==> config.mk <==
export PLATFORM = sky130hd
export DESIGN_NAME = btn_debounce
export DESIGN_NICKNAME = d
export VERILOG_FILES = /design/src/rtl/btn_pkg.sv /design/src/rtl/btn_debounce_ch.sv /design/src/rtl/btn_debounce.sv
export SDC_FILE = /design/constraint.sdc
export NUM_CORES = 1
export LEC_CHECK = 0
export CORE_UTILIZATION = 30
export DETAILED_ROUTE_END_ITERATION = 10
export GPL_ROUTABILITY_DRIVEN = 0
export GPL_TIMING_DRIVEN = 0
export MAX_ROUTING_LAYER = met4
export PLACE_DENSITY = 0.52
export SLEW_MARGIN = 25
export SYNTH_ARGS = -nofsm -noshare
export SYNTH_HDL_FRONTEND = slang
export SYNTH_SLANG_ARGS = --single-unit
==> constraint.sdc <==
create_clock -name clk -period 2.2 [get_ports clk]
set_input_delay 0.66 -clock clk [delete_from_list [all_inputs] [get_ports clk]]
set_output_delay 0.66 -clock clk [all_outputs]
set_load 0.05 [all_outputs]
==> src/rtl/btn_pkg.sv <==
// Shared types and defaults for the push-button debouncer.
// Cycle defaults assume a 27 MHz system clock.
package btn_pkg;

  typedef enum logic [1:0] {
    IDLE         = 2'd0,
    PRESS_WAIT   = 2'd1,
    PRESSED      = 2'd2,
    RELEASE_WAIT = 2'd3
  } btn_state_t;

  localparam int unsigned DEBOUNCE_CYCLES_27M = 270_000;     // 10 ms
  localparam int unsigned LONG_CYCLES_27M     = 27_000_000;  // 1 s

  // Width of a counter that must hold values 0 .. terminal-1.
  function automatic int unsigned cnt_width(input int unsigned terminal);
    return (terminal < 2) ? 1 : $clog2(terminal);
  endfunction

endpackage

==> src/rtl/btn_debounce_ch.sv <==
// One button channel: 2-flop synchronizer, debounce FSM, optional long-press
// counter (built only when BTN_LONG_PRESS_EN is defined).
module btn_debounce_ch
  import btn_pkg::*;
#(
  parameter int unsigned DEBOUNCE_CYCLES = DEBOUNCE_CYCLES_27M,
  parameter int unsigned LONG_CYCLES     = LONG_CYCLES_27M
) (
  input  logic clk,
  input  logic rst,
  input  logic btn,
  output logic level,
  output logic press,
  output logic release_pulse,
  output logic long_press
);

  localparam int unsigned CW = cnt_width(DEBOUNCE_CYCLES);
  localparam logic [CW-1:0] CNT_LAST = CW'(DEBOUNCE_CYCLES - 1);

  logic          sync_a;
  logic          sync_b;
  logic          sample;
  btn_state_t    state;
  btn_state_t    state_n;
  logic [CW-1:0] cnt;
  logic [CW-1:0] cnt_n;
  logic          level_n;
  logic          press_n;
  logic          release_n;

  // Pins idle high, so the chain resets to "released" to avoid a false press.
  // NOTE: sequential state uses <= so every flop samples pre-edge values.
  always_ff @(posedge clk) begin
    if (rst) begin
      sync_a <= 1'b1;
      sync_b <= 1'b1;
    end else begin
      sync_a <= btn;
      sync_b <= sync_a;
    end
  end

  assign sample = ~sync_b;

  // NOTE: every always_comb output gets a default first so no latch is inferred.
  always_comb begin
    state_n   = state;
    cnt_n     = cnt;
    level_n   = level;
    press_n   = 1'b0;
    release_n = 1'b0;
    case (state)
      IDLE: begin
        if (sample) begin
          state_n = PRESS_WAIT;
          cnt_n   = '0;
        end
      end
      PRESS_WAIT: begin
        if (!sample) begin
          state_n = IDLE;
          cnt_n   = '0;
        end else if (cnt == CNT_LAST) begin
          state_n = PRESSED;
          cnt_n   = '0;
          level_n = 1'b1;
          press_n = 1'b1;
        end else begin
          cnt_n = cnt + 1'b1;
        end
      end
      PRESSED: begin
        if (!sample) begin
          state_n = RELEASE_WAIT;
          cnt_n   = '0;
        end
      end
      RELEASE_WAIT: begin
        if (sample) begin
          state_n = PRESSED;
          cnt_n   = '0;
        end else if (cnt == CNT_LAST) begin
          state_n   = IDLE;
          cnt_n     = '0;
          level_n   = 1'b0;
          release_n = 1'b1;
        end else begin
          cnt_n = cnt + 1'b1;
        end
      end
      default: begin
        state_n = IDLE;
        cnt_n   = '0;
        level_n = 1'b0;
      end
    endcase
  end

  always_ff @(posedge clk) begin
    if (rst) begin
      state         <= IDLE;
      cnt           <= '0;
      level         <= 1'b0;
      press         <= 1'b0;
      release_pulse <= 1'b0;
    end else begin
      state         <= state_n;
      cnt           <= cnt_n;
      level         <= level_n;
      press         <= press_n;
      release_pulse <= release_n;
    end
  end

`ifdef BTN_LONG_PRESS_EN
  localparam int unsigned LW = cnt_width(LONG_CYCLES);
  localparam logic [LW-1:0] LONG_LAST = LW'(LONG_CYCLES - 1);
  localparam logic [LW-1:0] LONG_FIRE = LW'(LONG_CYCLES - 2);

  logic [LW-1:0] long_cnt;

  // Saturating at LONG_LAST gives exactly one pulse per hold; release-wait
  // bounces leave the count alone so a shaky release cannot re-arm it.
  always_ff @(posedge clk) begin
    if (rst) begin
      long_cnt   <= '0;
      long_press <= 1'b0;
    end else begin
      long_press <= 1'b0;
      if (press_n) begin
        long_cnt <= '0;
      end else if (state == PRESSED && long_cnt != LONG_LAST) begin
        long_cnt   <= long_cnt + 1'b1;
        long_press <= (long_cnt == LONG_FIRE);
      end
    end
  end
`else
  logic unused_long_cfg;
  assign unused_long_cfg = |LONG_CYCLES;
  assign long_press      = 1'b0;
`endif

endmodule

==> src/rtl/btn_debounce.sv <==
// Debounced front end for N_BTN active-low push-buttons; optional long-press
// pulse enabled by BTN_LONG_PRESS_EN. The release pulse port is release_pulse
// because "release" is a reserved word.
module btn_debounce
  import btn_pkg::*;
#(
  parameter int unsigned N_BTN           = 2,
  parameter int unsigned DEBOUNCE_CYCLES = DEBOUNCE_CYCLES_27M,
  parameter int unsigned LONG_CYCLES     = LONG_CYCLES_27M
) (
  input  logic             clk,
  input  logic             rst,
  input  logic [N_BTN-1:0] btn,
  output logic [N_BTN-1:0] level,
  output logic [N_BTN-1:0] press,
  output logic [N_BTN-1:0] release_pulse,
  output logic [N_BTN-1:0] long_press
);

  for (genvar i = 0; i < N_BTN; i++) begin : g_ch
    btn_debounce_ch #(
      .DEBOUNCE_CYCLES (DEBOUNCE_CYCLES),
      .LONG_CYCLES     (LONG_CYCLES)
    ) u_ch (
      .clk           (clk),
      .rst           (rst),
      .btn           (btn[i]),
      .level         (level[i]),
      .press         (press[i]),
      .release_pulse (release_pulse[i]),
      .long_press    (long_press[i])
    );
  end

endmodule

# Yosys cells after proc, flatten, opt, wreduce, memory -nomap -nowiden
# Cells that the tools add are included.
dict set report totals {
  register_bits 52
  inputBits 4
  out_inout_bits 8
  word_cells 98
}
dict set report classes {
  addsub 2
  n_eq_ne 24
  mux 38
  n_bitwise 6
  n_reduce_logical 14
}
# operator count
set op_table {}
lappend op_table {{$mux W19} 10}
lappend op_table {{$pmux W19 S4} 2}
lappend op_table {{$add A19 B1 Y19 const B} 2}
lappend op_table {{$eq A19 B19 Y1 const B} 2}
lappend op_table {{$mux W2} 12}
lappend op_table {{$ne A2 B1 Y1 const B} 8}
lappend op_table {{$pmux W2 S4} 2}
lappend op_table {{$reduce_or A3 Y1} 4}
lappend op_table {{$mux W1} 10}
lappend op_table {{$reduce_and A5 Y1} 2}
lappend op_table {{$eq A2 B2 Y1 const B} 4}
lappend op_table {{$ne A2 B2 Y1 const B} 4}
lappend op_table {{$reduce_and A4 Y1} 2}
lappend op_table {{$ne A3 B1 Y1 const B} 2}
lappend op_table {{$ne A3 B3 Y1 const B} 2}
lappend op_table {{$not A1 Y1} 6}
lappend op_table {{$eq A2 B1 Y1 const B} 2}
lappend op_table {{$logic_not A2 Y1} 2}
lappend op_table {{$pmux W1 S2} 2}
lappend op_table {{$reduce_and A2 Y1} 2}
lappend op_table {{$reduce_bool A2 Y1} 2}

# Longest topological paths before layout
# Gate-level depths: netlist of run 1.
dict set report depth {
  ltp_word 4
  ltp_mapped 8
  ltp_nobuf 6
}

# Modules after synthesis
# Synthesis of run 1 repeated with hierarchy kept, for this count alone.
dict set report unflattened {
  cells_unflattened 302
  hier_area_um2 2597.5
}
# mod n_inst cells_per_inst area_per_inst_um2 seq_area_each_um2
set modules_own_cells {}
lappend modules_own_cells {{btn_debounce_ch at g_ch[0].u_ch} 1 149 1300.0 520.5}
lappend modules_own_cells {{btn_debounce_ch at g_ch[1].u_ch} 1 153 1297.5 520.5}

# Worst setup path after synthesis of run 1
# OpenSTA, ideal clock, no wires.
dict set report synth_timing {
  kind {reg2reg}
  startpoint {register g_ch[1].u_ch.cnt[0]}
  endpoint {register g_ch[1].u_ch.cnt[9]}
  setup_time_ns 0.122
  arrival_time_ns 1.742
  required_time_ns 2.078
  slack_ns 0.337
  path_stages_with_launch 7
  n_path_buf 0
  period_less_slack_ns 1.863
  path_cell_list {dfxtp_1 -> ha_1 -> nand3_1 -> nor4_1 -> a211oi_2 -> and3_1 -> a221o_1}
}
dict set report synth_via {
  elab_chain_cells 4
  word_cells_on_any_way 6
  cone_classes {add/sub: 1; eq/ne: 1; mux: 4}
}
# element line_no
set synth_lines {}
lappend synth_lines {{from (decl)} btn_debounce_ch.sv:26} ;# logic [CW-1:0] cnt;
lappend synth_lines {{from (signal assigned)} btn_debounce_ch.sv:109} ;# cnt <= cnt_n;
lappend synth_lines {{$add A19 B1 Y19 / $eq A19 B19 Y1 (equally long branches)} -}
lappend synth_lines {{$mux W19 *} {btn_debounce_ch.sv:64, btn_debounce_ch.sv:83}}
lappend synth_lines {{$mux W19 (on tied branches)} {btn_debounce_ch.sv:80, btn_debounce_ch.sv:61}}
lappend synth_lines {{$pmux W19 S4 *} btn_debounce_ch.sv:53} ;# case (state)
# Mark *: on every way between the ends. The rest lies on a longest branch, timed or not.
# A chain may end at the register's enable or synchronous reset.

# Final worst setup path of run 1
dict set report layout_timing {
  startpoint {register g_ch[0].u_ch.cnt[13]}
  endpoint {register g_ch[0].u_ch.cnt[6]}
}
dict set report layout_via {
  elab_chain_cells 4
  word_cells_on_any_way 5
  cone_classes {eq/ne: 1; mux: 4}
}
# element line_no
set layout_lines {}
lappend layout_lines {{from (decl)} btn_debounce_ch.sv:26}
lappend layout_lines {{from (signal assigned)} btn_debounce_ch.sv:109}
lappend layout_lines {{$eq A19 B19 Y1 *} {btn_debounce_ch.sv:64, btn_debounce_ch.sv:83}}
lappend layout_lines {{$mux W19 *} {btn_debounce_ch.sv:64, btn_debounce_ch.sv:83}}
lappend layout_lines {{$mux W19 (on tied branches)} {btn_debounce_ch.sv:80, btn_debounce_ch.sv:61}}
lappend layout_lines {{$pmux W19 S4 *} btn_debounce_ch.sv:53}
# Marks and branches as above.

==> key figures, run 1 <==
Timing
  – Final period utilization: a little over nine tenths
  – Final Hold Viols: 0
  – Clk_skew: between 0.015 and 0.02 ns
  – Fmax: 0.483 GHz
  – Setup Viol. Count Final: 0
  – Min cycle time layout: slightly above 2 ns
  – Rel. slew slack: a little under half
  – Pins Over Slew Limit: 0
  – Final setup margin: about 0.13 ns
  – Slew @ Worst Pin: between 0.7 and 0.8 ns
  – RSZ-0062 raised after global routing: no
  – Total negative slack: 0 ns

Setup path
  – Crit path cell chain: or4_1 > nor4_4 > a211oi_4 > buf_6 > clkbuf_4 > a22o_1
  – Data arrival, critical path: between 2 and 2.5 ns
  – Crit path max-delay family: simple AND/OR/NAND/NOR gates
  – Crit path required time: roughly 2.4 ns
  – Reg2Reg Depth: 6
  – WS Path Type: flop to flop
  – Crit path max-delay cell type: or4_1
  – CP max FO: 10
  – Reg-to-reg slack, setup: between 0.1 and 0.15 ns
  – Critical path startpoint category: flop
  – Reg2reg end: g_ch[0].u_ch.cnt[6]
  – Buf/Inv on CP: 2
  – CP Capture Type: flop
  – Worst path max stage delay: approximately 0.57 ns
  – FF-to-FF Start: g_ch[0].u_ch.cnt[13]

Synth
  – Count of different cell masters after synthesis: between 40 and 50
  – Main combinational cell family by area after synthesis: simple AND/OR/NAND/NOR gates
  – Top FF cell, synth: dfxtp_1
  – Yosys top cell area share: 40.1%
  – Post-synth top cells: 52 x dfxtp_1, 31 x nand2_1, 24 x nor2_1
  – Mapped cell area: between 0.002 and 0.003 mm2
  – Synth area leaders: dfxtp_1 40%, nand2_1 4.5%, nand3_1 4.1%, nor2_1 3.5%, a21oi_1 3.3%
  – EDFF count, synth: 0
  – YS warnings: 0
  – Synthesized-area fraction occupied by adder cells: less than 1%
  – Synth Area in Compound Gates: between 10% and 20%
  – Mux contribution to synthesized area: 2.70%
  – Most frequent cell after synthesis: dfxtp_1
  – Cells after synthesis: between 300 and 400
  – Area share of xor/xnor cells in the synthesized design: 4.39%
  – Number of synthesized register bits: 52
  – Post-synthesis sequential area ratio: 40.1%
  – Area leader, netlist: dfxtp_1
  – Syn Area/Cell: between 8 and 9 um2
  – Simple-gate area share of the yosys netlist: between 30% and 40%
  – Post-synth ARST share: 0%

Clock tree
  – Clock Path Buffers: 2
  – Clk_lat worst skew: 0.31 ns
  – Cts bufs inserted: 5
  – Clk slew on worst S/H paths: around 0.1 ns
  – CTS tree: done
  – CTS sink cnt: 52
  – CTS Root Cell: clkbuf_8
  – H-Tree Depth: 2

Global route
  – Gr usage total: 14.4%
  – Antenna violations before repair: 0
  – Grt ovf: 0
  – Vias in the first global route: a little under 2000
  – First-pass GRT wire length: between 9000 and 10000 um
  – Largest net degree at the start of global routing: 17

Placement
  – Setup WS pre-CTS: -0.267 ns
  – Dpl hpwl: 3990 um
  – Port Buffers: 9

Status
  – Outcome: finished clean

Routing
  – Number of remaining DRC errors: 0
  – Pre-antenna DRT Iters: 4
  – Wirelength per Cell: between 10 and 15 um
  – Post-route ant nets: 0
  – Drt total wl: roughly 5800 um
  – Vias after detailed routing: between 2000 and 2500
  – DRT iter0 DRCs: roughly 130
  – Avg Vias per Cell: approximately 5.2

Worst hold path
  – Hold path cells: 1
  – Min-delay src: g_ch[0].u_ch.sync_a
  – WHS Endpoint: g_ch[0].u_ch.sync_b
  – Hold crit path type: flop to flop

Die
  – Core Region: ~0.0083 mm2
  – Cell row count: 33
  – Die Span X: ~95 um
  – Die span in y: around 95 um
  – Starting Density: a little under a third
  – # IOs: 12
  – Die area: 0.00903 mm2

Finish
  – Multi-input gate area: 0.00147 mm2
  – Final net count: between 300 and 400
  – FILL cells: around 880
  – Register area: 0.00104 mm2
  – Area growth, synth to finish: 15.1%
  – Final Core Density: approximately 36%
  – Ant. Diodes: 0
  – Layout cells sized above 1: between 10 and 15%

Pwr
  – Peak VDD IR: ~220 uV
  – Leakage power: 1.13 nW
  – Power density over cell area: 538 mW/mm2

Flow run
  – Max-Cap Viols: 0
-- per-layer routing --
metal | routed length, um | track usage [%] | vias to the layer above
li1 | - | - | 1148
met1 | 3000 | 19.8 | 1062
met2 | 2480 | 20.5 | 42
met3 | 214 | 2.90 | 15
met4 | 86 | 5.43 | 0
met5 | 0 | - | -
-- cells by family after synthesis --
group / Yosys count
AOI/OAI and AO/OA: 62
xor gates and xnor gates: 13
adders and majority gates: 2
buffers and inverters: 27
DFF: 52
muxes: 7
other: 1
and+or+nand+nor: 144
-- cell usage in the layout (no fill, tap or decap), types with 3 or more instances in the layout --
cell and count:
dfxtp_1 51, nor2_1 23, and3_1 12, nand2_1 31, dlygate4sd2_1 3, xnor2_1 6
nand2b_1 3, or3_1 3, clkbuf_1 6, mux2i_1 7, xor2_1 6, buf_4 11
dlymetal6s2s_1 3, a22o_1 6, clkdlybuf4s50_1 3, nor4_1 5, nand3_1 21, a22oi_1 3
nor3_1 6, o21ai_0 9, a21o_1 3, inv_1 7, or2_2 4, a21oi_1 17
a31oi_1 13, clkbuf_8 5, and4_1 3, nand4_1 12
-- power by group --
group	switching, mW	internal, mW
Sequential	0.00547	0.949
Combinational	0.0634	0.0344
Clock	0.327	0.228
Total	0.396	1.21
-- layout make-up --
class / instances / share of cell area [%]
repair buffers: 12 / 3.81
well taps: 105 / 4.40
clock inverters: 2 / 0.461
plain buffers: 19 / 3.98
flip-flops and latches: 52 / 34.9
clock buffers: 6 / 2.43
multi-input cells: 230 / 49.1
inverters: 7 / 0.880
-- worst register-to-register path, delay by kind of cell (launching register included) --
family / cells / cell delay [ns]
compound gates: 2 / 0.33
simple gates: 2 / 0.88
buf+inv: 2 / 0.34
flops: 1 / 0.39
-- flip-flops by register name, summed over array words and instances (netlist names), named ones only --
register and flops:
g_ch.u_ch.press 2, g_ch.u_ch.release_pulse 2, g_ch.u_ch.level 2, g_ch.u_ch.state 2, g_ch.u_ch.sync_b 2, g_ch.u_ch.cnt 38, g_ch.u_ch.sync_a 2
-- stage by stage --
stage	power, mW	hold slack, ns	std cells	area [um2]
CTS	1.63	0.422	431	2910
global placement	1.07	0.391	423	2820
finish	1.61	0.417	433	2990
global route	1.69	0.441	433	2990
floorplan	1.04	0.389	309	2600
detailed placement	1.07	0.397	423	2830
-- how the worst max path moves through the flow --
stage | cells after the start | from | slack [ns] | end
after global routing | 6 | g_ch[0].u_ch.cnt[1] | 0.002 | g_ch[0].u_ch.level
after floorplan | 6 | g_ch[1].u_ch.cnt[0] | 0.34 | g_ch[1].u_ch.cnt[9]
after detailed placement | 4 | rst | -0.27 | g_ch[1].u_ch.cnt[9]
after global placement | 4 | rst | -0.50 | g_ch[0].u_ch.cnt[6]
after CTS | 2 | g_ch[1].u_ch.press | 0.01 | press[1]
final | 6 | g_ch[0].u_ch.cnt[13] | 0.13 | g_ch[0].u_ch.cnt[6]
-- timing repair --
item / CTS / global route
buffers inserted: 0 / 2
hold buffers: 0 / 0
gates resized for setup: 4 / 14
setup endpoints to repair: 6 / 23
cloned: 0 / 1
pin swaps: 0 / 4
Note: power is estimated with default switching activity, not from simulation.
==> run 2: changes to the inputs <==
--- a/config.mk
+++ b/config.mk
@@ -11,7 +11,7 @@
 export GPL_TIMING_DRIVEN = 0
 export MAX_ROUTING_LAYER = met4
 export PLACE_DENSITY = 0.52
-export SLEW_MARGIN = 25
+export SLEW_MARGIN = 20
 export SYNTH_ARGS = -nofsm -noshare
 export SYNTH_HDL_FRONTEND = slang
 export SYNTH_SLANG_ARGS = --single-unit
==> run 2 against run 1 <==
Effect of this change:
- global-route usage grew 0.22 points
- critical endpoint is now g_ch[0].u_ch.cnt[17]
- die area is the same
- sequential cell count is the same
- count of clock-buffer cells in the layout is the same
- wire length shrank 1.6%
- first-iteration DRC count shrank 12%
- power grew 0.21%
==> key figures, run 2 (synthesis gave the netlist of run 1 again) <==
Finish
  – Most frequent cells in the layout: 51 x dfxtp_1, 31 x nand2_1, 24 x nor2_1
  – Max FFs per register: 38 (unchanged)
  – Area growth, synth to finish: 14.5%
  – Ant. Diodes: 0 (unchanged)
  – Finished Layout Cells: 432 (-0.23%)
  – Biggest register: g_ch.u_ch.cnt
  – Final net count: 332 (-0.30%)
  – Final Core Density: 35.8% (-0.18 points)
  – Layout cells sized above 1: 11.6% (-0.57 points)
  – Most common cell after layout, fill and taps aside: dfxtp_1

Clock tree
  – CTS tree: done
  – Clock Path Buffers: 2 (unchanged)
  – CTS Root Cell: clkbuf_8
  – Cts bufs inserted: 5 (unchanged)
  – Hold-fix buffers, CTS: 0 (unchanged)
  – Clk_lat worst skew: 0.31 ns (about the same)
  – Clk slew on worst S/H paths: 0.11 ns (about the same)
  – CTS sink cnt: 52 (unchanged)
  – H-Tree Depth: 2 (unchanged)

Routing
  – Vias after detailed routing: 2267 (unchanged)
  – Number of remaining DRC errors: 0 (unchanged)
  – Wirelength per Cell: 13.2 um (-1.4%)
  – DRT iter0 DRCs: 117 (-12%)
  – Post-route ant nets: 0 (unchanged)
  – Drt total wl: 5680 um (-1.6%)
  – Avg Vias per Cell: 5.25 (+0.23%)
  – Pre-antenna DRT Iters: 4 (unchanged)

Global route
  – First-pass GRT wire length: 9860 um (+0.28%)
  – Vias in the first global route: 1991 (+0.50%)
  – Grt ovf: 0 (unchanged)
  – Gr usage total: 14.6% (+0.22 points)
  – Antenna violations before repair: 0 (unchanged)
  – Largest net degree at the start of global routing: 17 (unchanged)

Die
  – Die span in y: 95.0 um (unchanged)
  – Die Span X: 95.0 um (unchanged)
  – Cell row count: 33 (unchanged)
  – # IOs: 12 (unchanged)
  – Die area: 0.00903 mm2 (unchanged)
  – Core Region: 0.00830 mm2 (unchanged)
  – Starting Density: 31.3% (unchanged)

Flow run
  – Max-Cap Viols: 0 (unchanged)

Setup path
  – CP max FO: 9 (-1)
  – Data arrival, critical path: 2.29 ns (+0.03 ns)
  – CP Capture Type: flop
  – Critical path startpoint category: flop
  – Reg-to-reg slack, setup: 0.16 ns (+0.03 ns)
  – WS Path Type: flop to flop
  – Crit path required time: 2.45 ns (+0.06 ns)
  – Critical path's most frequent cell: nand3_1
  – Crit path cell chain: nand3_1 > nor2_1 > nand4_1 > or3b_2 > nand3_1
  – Worst path max stage delay: 0.51 ns (-0.06 ns)
  – Crit path max-delay cell type: nor2_1

Timing
  – Min cycle time layout: 2.04 ns (-0.0289 ns)
  – Final Hold Viols: 0 (unchanged)
  – Final setup margin: 0.160 ns (+0.0289 ns)
  – Final period utilization: 92.7% (-1.3 points)
  – Setup Viol. Count Final: 0 (unchanged)
  – Hold_ws: 0.418 ns (+0.000999 ns)
  – Pins Over Slew Limit: 0 (unchanged)
  – Fmax: 0.490 GHz (+1.4%)
  – Clk_skew: 0.0222 ns (+0.00285 ns)
  – Slew @ Worst Pin: 0.820 ns (+0.0355 ns)
  – RSZ-0062 raised after global routing: no
  – Rel. slew slack: 44.8% (-2.4 points)

Placement
  – Dpl hpwl: 3980 um (-0.33%)
  – Post-Place Cells: 423 (unchanged)
  – Setup WS pre-CTS: -0.510 ns (-0.243 ns)
  – Port Buffers: 9 (unchanged)

Pwr
  – Leakage power: 1.13 nW (-0.51%)
  – Total power: 1.61 mW (+0.21%)
  – Peak VDD IR: 219 uV (-1.3%)
  – Power density over cell area: 542 mW/mm2 (+0.72%)

Worst hold path
  – Hold crit path type: flop to flop

Status
  – Outcome: finished clean
[run 2: cell count changes in the layout (fill, tap and decap cells not counted), sizes merged]
cell / before / now
clkbuf: 13 / 12
[run 2: worst max-delay path: cells and delay by family (launching register included)]
family	cells	cell delay, ns
AND/OR/NAND/NOR	5	1.50
flip-flops	1	0.49
[run 2: power breakdown]
part	internal (mW)	leakage, nW	switching [mW]
clock	0.228	0.0456	0.331
combinational	0.0341	0.662	0.0624
sequential	0.949	0.421	0.00552
[run 2: stage by stage]
| step | setup TNS, ns | cell area [um2] |
|---|---|---|
| floorplan | 0 | 2600 |
| global placement | -7.90 | 2820 |
| detailed placement | -8.55 | 2820 |
| CTS | 0 | 2910 |
| global route | 0 | 2970 |
| finish | 0 | 2970 |
[run 2: final timing paths]
check / depth (start not counted) / to / from
setup reg to reg: 5 / g_ch[0].u_ch.cnt[17] / g_ch[0].u_ch.cnt[4]
setup / recovery: 5 / g_ch[0].u_ch.cnt[17] / g_ch[0].u_ch.cnt[4]
hold / removal: 1 / g_ch[0].u_ch.sync_b / g_ch[0].u_ch.sync_a
hold reg to reg: 1 / g_ch[0].u_ch.sync_b / g_ch[0].u_ch.sync_a
[run 2: layer usage]
layer	part of all wire, %	GRT usage (%)
met1	50	19.7
met3	5.2	3.86
met2	43	21.0
met4	1.6	4.67
met5	0	-
[run 2: layout make-up]
class	instances	area [um2]
plain buffers	19	119
clock buffers	6	72.6
clock inverters	2	13.8
fillers	845	5330
inverters	7	26.3
multi-input cells	230	1460
flip-flops and latches	52	1040
well taps	105	131
repair buffers	11	109
[run 2: repair_timing]
item | CTS | global route
pin swaps | 0 | 3
resized for setup | 4 | 14
setup buffers | 0 | 2
endpoints found under the setup margin | 11 | 30
==> run 3: changes to the inputs <==
--- a/config.mk
+++ b/config.mk
@@ -5,6 +5,7 @@
 export SDC_FILE = /design/constraint.sdc
 export NUM_CORES = 1
 export LEC_CHECK = 0
+export CAP_MARGIN = 20
 export CORE_UTILIZATION = 30
 export DETAILED_ROUTE_END_ITERATION = 10
 export GPL_ROUTABILITY_DRIVEN = 0
==> results of run 3 <==
Final layout, timing and power as in run 2 (identical DEF).
